===== src/rtl/fetch_unit.sv =====
// Instruction-fetch stage: owns the PC, drives the ROM address, latches the
// ROM word into the IF/ID register and sequences Start / halt / Done.
//
// Control semantics: Start is a level sampled on the rising edge and acted on
// only in IDLE or HALTED. Stall is a level that freezes PC, InstReg, InstValid
// and InstCount for every edge it is high in RUN. BranchEn beats Stall and
// halt detection. InstValid marks the single edge-delayed InstReg word as a
// real (non-flushed) instruction; there is no back-pressure beyond Stall.
module fetch_unit #(
    parameter int          A          = 12,
    parameter int          W          = 9,
    parameter logic [A-1:0] START_ADDR = '0,
    parameter int          CW         = 16
) (
    input  logic          Clk,
    input  logic          Reset,
    input  logic          Start,
    input  logic          Stall,
    input  logic          BranchEn,
    input  logic          BranchAbs,
    input  logic [A-1:0]  Target,
    input  logic [7:0]    Offset,
    input  logic [W-1:0]  InstIn,
    output logic [A-1:0]  InstAddress,
    output logic [W-1:0]  InstReg,
    output logic          InstValid,
    output logic          Busy,
    output logic          Done,
    output logic [CW-1:0] InstCount,
    output logic [1:0]    DbgState
);

    localparam logic [1:0] S_IDLE   = 2'd0;
    localparam logic [1:0] S_RUN    = 2'd1;
    localparam logic [1:0] S_HALTED = 2'd2;

    localparam logic [CW-1:0] CNT_MAX = {CW{1'b1}};
    localparam logic [CW-1:0] CNT_ONE = {{(CW-1){1'b0}}, 1'b1};
    localparam logic [A-1:0]  PC_ONE  = {{(A-1){1'b0}}, 1'b1};

    logic [1:0]    state_q, state_d;
    logic [A-1:0]  pc_q, pc_d;
    logic [W-1:0]  inst_q, inst_d;
    logic          valid_q, valid_d;
    logic [CW-1:0] count_q, count_d;

    logic [A-1:0]  offset_sext;
    logic          halt_word;

    assign offset_sext = {{(A-8){Offset[7]}}, Offset};
    assign halt_word   = (InstIn == {W{1'b1}});

    // Next-state logic: branch > stall > halt > normal fetch while running.
    always_comb begin
        state_d = state_q;
        pc_d    = pc_q;
        inst_d  = inst_q;
        valid_d = valid_q;
        count_d = count_q;
        case (state_q)
            S_RUN: begin
                if (BranchEn) begin
                    pc_d    = BranchAbs ? Target : pc_q + offset_sext;
                    valid_d = 1'b0;
                end else if (Stall) begin
                    // everything holds
                end else if (halt_word) begin
                    state_d = S_HALTED;
                    valid_d = 1'b0;
                end else begin
                    inst_d  = InstIn;
                    valid_d = 1'b1;
                    pc_d    = pc_q + PC_ONE;
                    count_d = (count_q == CNT_MAX) ? count_q : count_q + CNT_ONE;
                end
            end
            default: begin
                // IDLE and HALTED: wait for Start, nothing valid in flight
                valid_d = 1'b0;
                if (Start) begin
                    state_d = S_RUN;
                    pc_d    = START_ADDR;
                    count_d = '0;
                end
            end
        endcase
    end

    // State registers with asynchronous active-low reset.
    always_ff @(posedge Clk or negedge Reset) begin
        if (!Reset) begin
            state_q <= S_IDLE;
            pc_q    <= START_ADDR;
            inst_q  <= '0;
            valid_q <= 1'b0;
            count_q <= '0;
        end else begin
            state_q <= state_d;
            pc_q    <= pc_d;
            inst_q  <= inst_d;
            valid_q <= valid_d;
            count_q <= count_d;
        end
    end

    assign InstAddress = pc_q;
    assign InstReg     = inst_q;
    assign InstValid   = valid_q;
    assign Busy        = (state_q == S_RUN);
    assign Done        = (state_q == S_HALTED);
    assign InstCount   = count_q;
    assign DbgState    = state_q;

endmodule


===== config.mk =====
export PLATFORM = sky130hd
export DESIGN_NAME = fetch_unit
export DESIGN_NICKNAME = d
export VERILOG_FILES = /design/src/rtl/fetch_unit.sv
export SDC_FILE = /design/constraint.sdc
export NUM_CORES = 1
export LEC_CHECK = 0
export BUFFER_PORTS_ARGS = -buffer_cell sky130_fd_sc_hd__buf_2
export CORE_ASPECT_RATIO = 0.9
export CORE_MARGIN = 8
export CORE_UTILIZATION = 50
export DETAILED_ROUTE_END_ITERATION = 16
export GPL_TIMING_DRIVEN = 0
export PLACE_DENSITY = 0.81
export SLEW_MARGIN = 10
export SYNTH_ARGS = -nofsm -noshare
export SYNTH_HDL_FRONTEND = slang
export SYNTH_SLANG_ARGS = --single-unit

===== constraint.sdc =====
create_clock -name Clk -period 3.01 [get_ports Clk]
set_clock_uncertainty 0.05 [all_clocks]
set_input_delay 0.1505 -clock Clk [delete_from_list [all_inputs] [get_ports Clk]]
set_output_delay 0.1505 -clock Clk [all_outputs]
set_load 0.005 [all_outputs]

==> metrics <==
Starting Density 0.514; largest area contributor in the synthesized netlist dfrtp_1; cell with the largest stage delay on the worst path dfrtp_1; Detail Placement HPWL 5.62 mm; power dissipated by switching net loads 780 uW; net total in the final layout 432; async set-or-reset flop fraction in the synthesized netlist 1.00; clk sinks 40; detail-routed via count per cell 5.78; clock network fraction of design power 0.207; gpl congestion 0.861; routed len/inst 16.1 um; final setup vio count 0; Avg Synthesized Cell Area 8.96 um2; class of the most critical setup path reg -> reg; leading cell types by total area after synthesis dfrtp_1, ha_1, nand2_1; vias post-DR 2606; boundary pin count 77; path category of the worst min-delay check in -> reg; Arr. time, crit path 2490 ps; GRT Total Usage 0.183; maximum vdd ir drop 0.000318 V; Num CTS Buffers 5; internal power of the cells 1280 uW; overall power 2060 uW; CTS tree done; pin count of the biggest net entering global routing 41; cell row count 25; summed instance area of the synthesized netlist 0.00269 mm2; critical path startpoint category register; DRC marker count from the first detailed-route iteration 169; Finished Layout Cells 451; setup repair after global routing missed its margin no; Die Height 85.6 um; final std cell area, no fill 0.00326 mm2; WP data required 3120 ps; first-pass GRT wire length 12.0 mm; critical path's largest stage delay 470 ps; leakage 0.00151 uW; placeable core region 0.00522 mm2; Area growth syn-to-layout 21.5%; total placed instance area 0.00315 mm2; Pwr per Cell Area 632 mW/mm2; post-synthesis cell type count 48; switching share of total power 0.378; count of nets left with antenna violations after detail routing 0; placed cell count 442; fraction of final layout cells with drive strength greater than 1 0.276; detailed-route wire length 7.25 mm; Clock Latency Late Sink 290 ps; overall die area 0.00798 mm2; final hold violation count 0; Crit Reg-Reg Startpoint InstAddress[0]; floorplan die width 93.3 um; remaining global-route overflow 0; critical path startpoint InstAddress[0]; worst-margin pin slew 877 ps; clock root buffer master clkbuf_8; number of resized instances in the post-cts repair step 0; worst-path cell chain ha_1 > fa_1 > a211oi_1 > o211ai_1 > nand2_1 > xnor2_1 > mux2i_1 > o221ai_1; maximum level of the CTS H-tree 2; synthesized instance count 300; shortest clock period the worst path allows after layout 2370 ps; sum of negative setup slack 0 ps; fraction of power consumed by combinational cells 0.408; post-synthesis sequential element count 40; DRC errors left 0; run status finished clean; top achievable clock speed 421 MHz; Top FF cell, synth dfrtp_1; clock input transition at the sequential cells of the worst setup and hold paths 80 ps; Mapped Nets 349; Setup crit end kind register; Synth top area share 0.372; initial antenna violation count 0; number of synthesized flops with an enable pin 0; fillcell total 464; min-delay src Start; worst-case clock buffer depth 2; Max FO, Critical Path 7; Max-cap violations 0; Diodes inserted 0; detailed-router iteration count before antenna repair 4; number of pins with negative max-slew slack in the final report 0; number of global-route vias before repair 2636; max-slew headroom at the worst pin 0.416; sequential fraction of the synthesis area 0.372; count of buffers from port buffering 75; Yosys Warn Count 0; ratio of final minimum period to clock period 0.789; part of the power in registers 0.385
[worst max-delay path, delay by kind of cell (launching register included)]
| kind | cells | cell delay [ps] |
|---|---|---|
| AOI/OAI and AO/OA | 3 | 650 |
| adders and majority gates | 2 | 700 |
| DFF | 1 | 470 |
| muxes | 1 | 200 |
| xor gates and xnor gates | 1 | 70 |
| and+or+nand+nor | 1 | 120 |
[through the flow]
stage	worst slack, ps	util	hold slack (ps)
final	636	0.625	26.6
after detailed placement	680	0.602	273
after global routing	475	0.625	27.3
after floorplan	953	-	-195
after CTS	665	0.625	23.5
after global placement	699	0.602	269
[path summary, 6_finish.rpt]
check,slack (ps),endpoint,cells past startpoint
min reg2reg,450,InstReg[1],1
min in group asynchronous,470,InstCount[3],2
max,640,InstAddress[8],8
min,30,DbgState[1],2
max reg2reg,640,InstAddress[8],8
max in group asynchronous,1900,InstReg[1],2
[cell usage in the layout, fill, tap and decap left out, types with 2 or more instances in the layout]
cell type  instances
clkbuf_1           5
nand4_1            5
inv_1              4
nor3b_1            2
nand2_1           33
nor3_2             2
a32o_1             2
o31ai_1            3
buf_2             78
o2111ai_1          5
o211ai_1           3
xnor2_1           12
o21bai_1           2
mux2_2            11
o21ai_0           22
nor2_1            33
clkbuf_8           5
and3_1             7
and2_1             2
ha_1              13
a211oi_1           5
a21o_1             3
a21oi_1           15
dfrtp_1           40
or3_1              2
nor3_1            10
mux2i_1            4
nand3_1           11
o22ai_1            4
xor2_1             9
o21ai_1           10
nor4_2             2
[power by group through the flow]
stage / Combinational (uW) / Sequential, uW / Clock, uW
floorplan: 552 / 782 / 0
global placement: 803 / 797 / 0
detailed placement: 832 / 804 / 0
CTS: 838 / 794 / 438
global route: 945 / 813 / 457
finish: 841 / 794 / 427
[kinds of logic (layout without fill, tap and decap cells)]
group,Yosys count,count (layout),share of synthesized area
flip-flops,40,40,0.372
AND/OR/NAND/NOR,117,117,0.219
buffers and inverters,13,97,0.0200
multiplexers,15,15,0.0610
XOR/XNOR,21,21,0.0684
AO/OA/AOI/OAI,80,80,0.191
adder cells (fa/ha/maj),14,14,0.0680
[state kept, by name (all words and copies together) (netlist names)]
signal	count
InstCount	16
InstReg	9
InstValid	1
InstAddress	12
DbgState	2
[timing repair]
action | CTS | global route
buffers inserted | 0 | 0
hold endpoints to repair | 40 | 0
hold buffers | 1 | 0
[layer usage]
metal  track usage  share of wire  up-vias
li1              -              -     1265
met1         0.230           0.44     1261
met2         0.302           0.49       71
met3        0.0445          0.059        9
met4        0.0570          0.013        0
met5             0              0        -
[cells in the mapped netlist (2+ instances only)]
cell type and instances:
mux2i_1 4, o21ai_0 22, a211oi_1 5, and3_1 7
inv_1 4, a21o_1 3, clkbuf_1 4, nand2_1 33
and2_1 2, nor3_1 10, o2111ai_1 5, o22ai_1 4
nand4_1 5, o21ai_1 10, xor2_1 9, xnor2_1 12
a21oi_1 15, nor3_2 2, nor4_2 2, nand3_1 11
buf_2 3, a32o_1 2, or3_1 2, mux2_2 11
o211ai_1 3, nor3b_1 2, dfrtp_1 40, o21bai_1 2
ha_1 13, o31ai_1 3, nor2_1 33
[final cells by class]
type | instances | area, um2 | area share
multi-input cells | 247 | 1630 | 0.500
flip-flops and latches | 40 | 1000 | 0.307
repair buffers | 76 | 385 | 0.118
well taps | 67 | 83.8 | 0.0257
clock buffers | 6 | 72.6 | 0.0222
clock inverters | 2 | 35.0 | 0.0107
plain buffers | 8 | 35.0 | 0.0107
inverters | 5 | 18.8 | 0.00575
(Power assumes the default switching activity.)
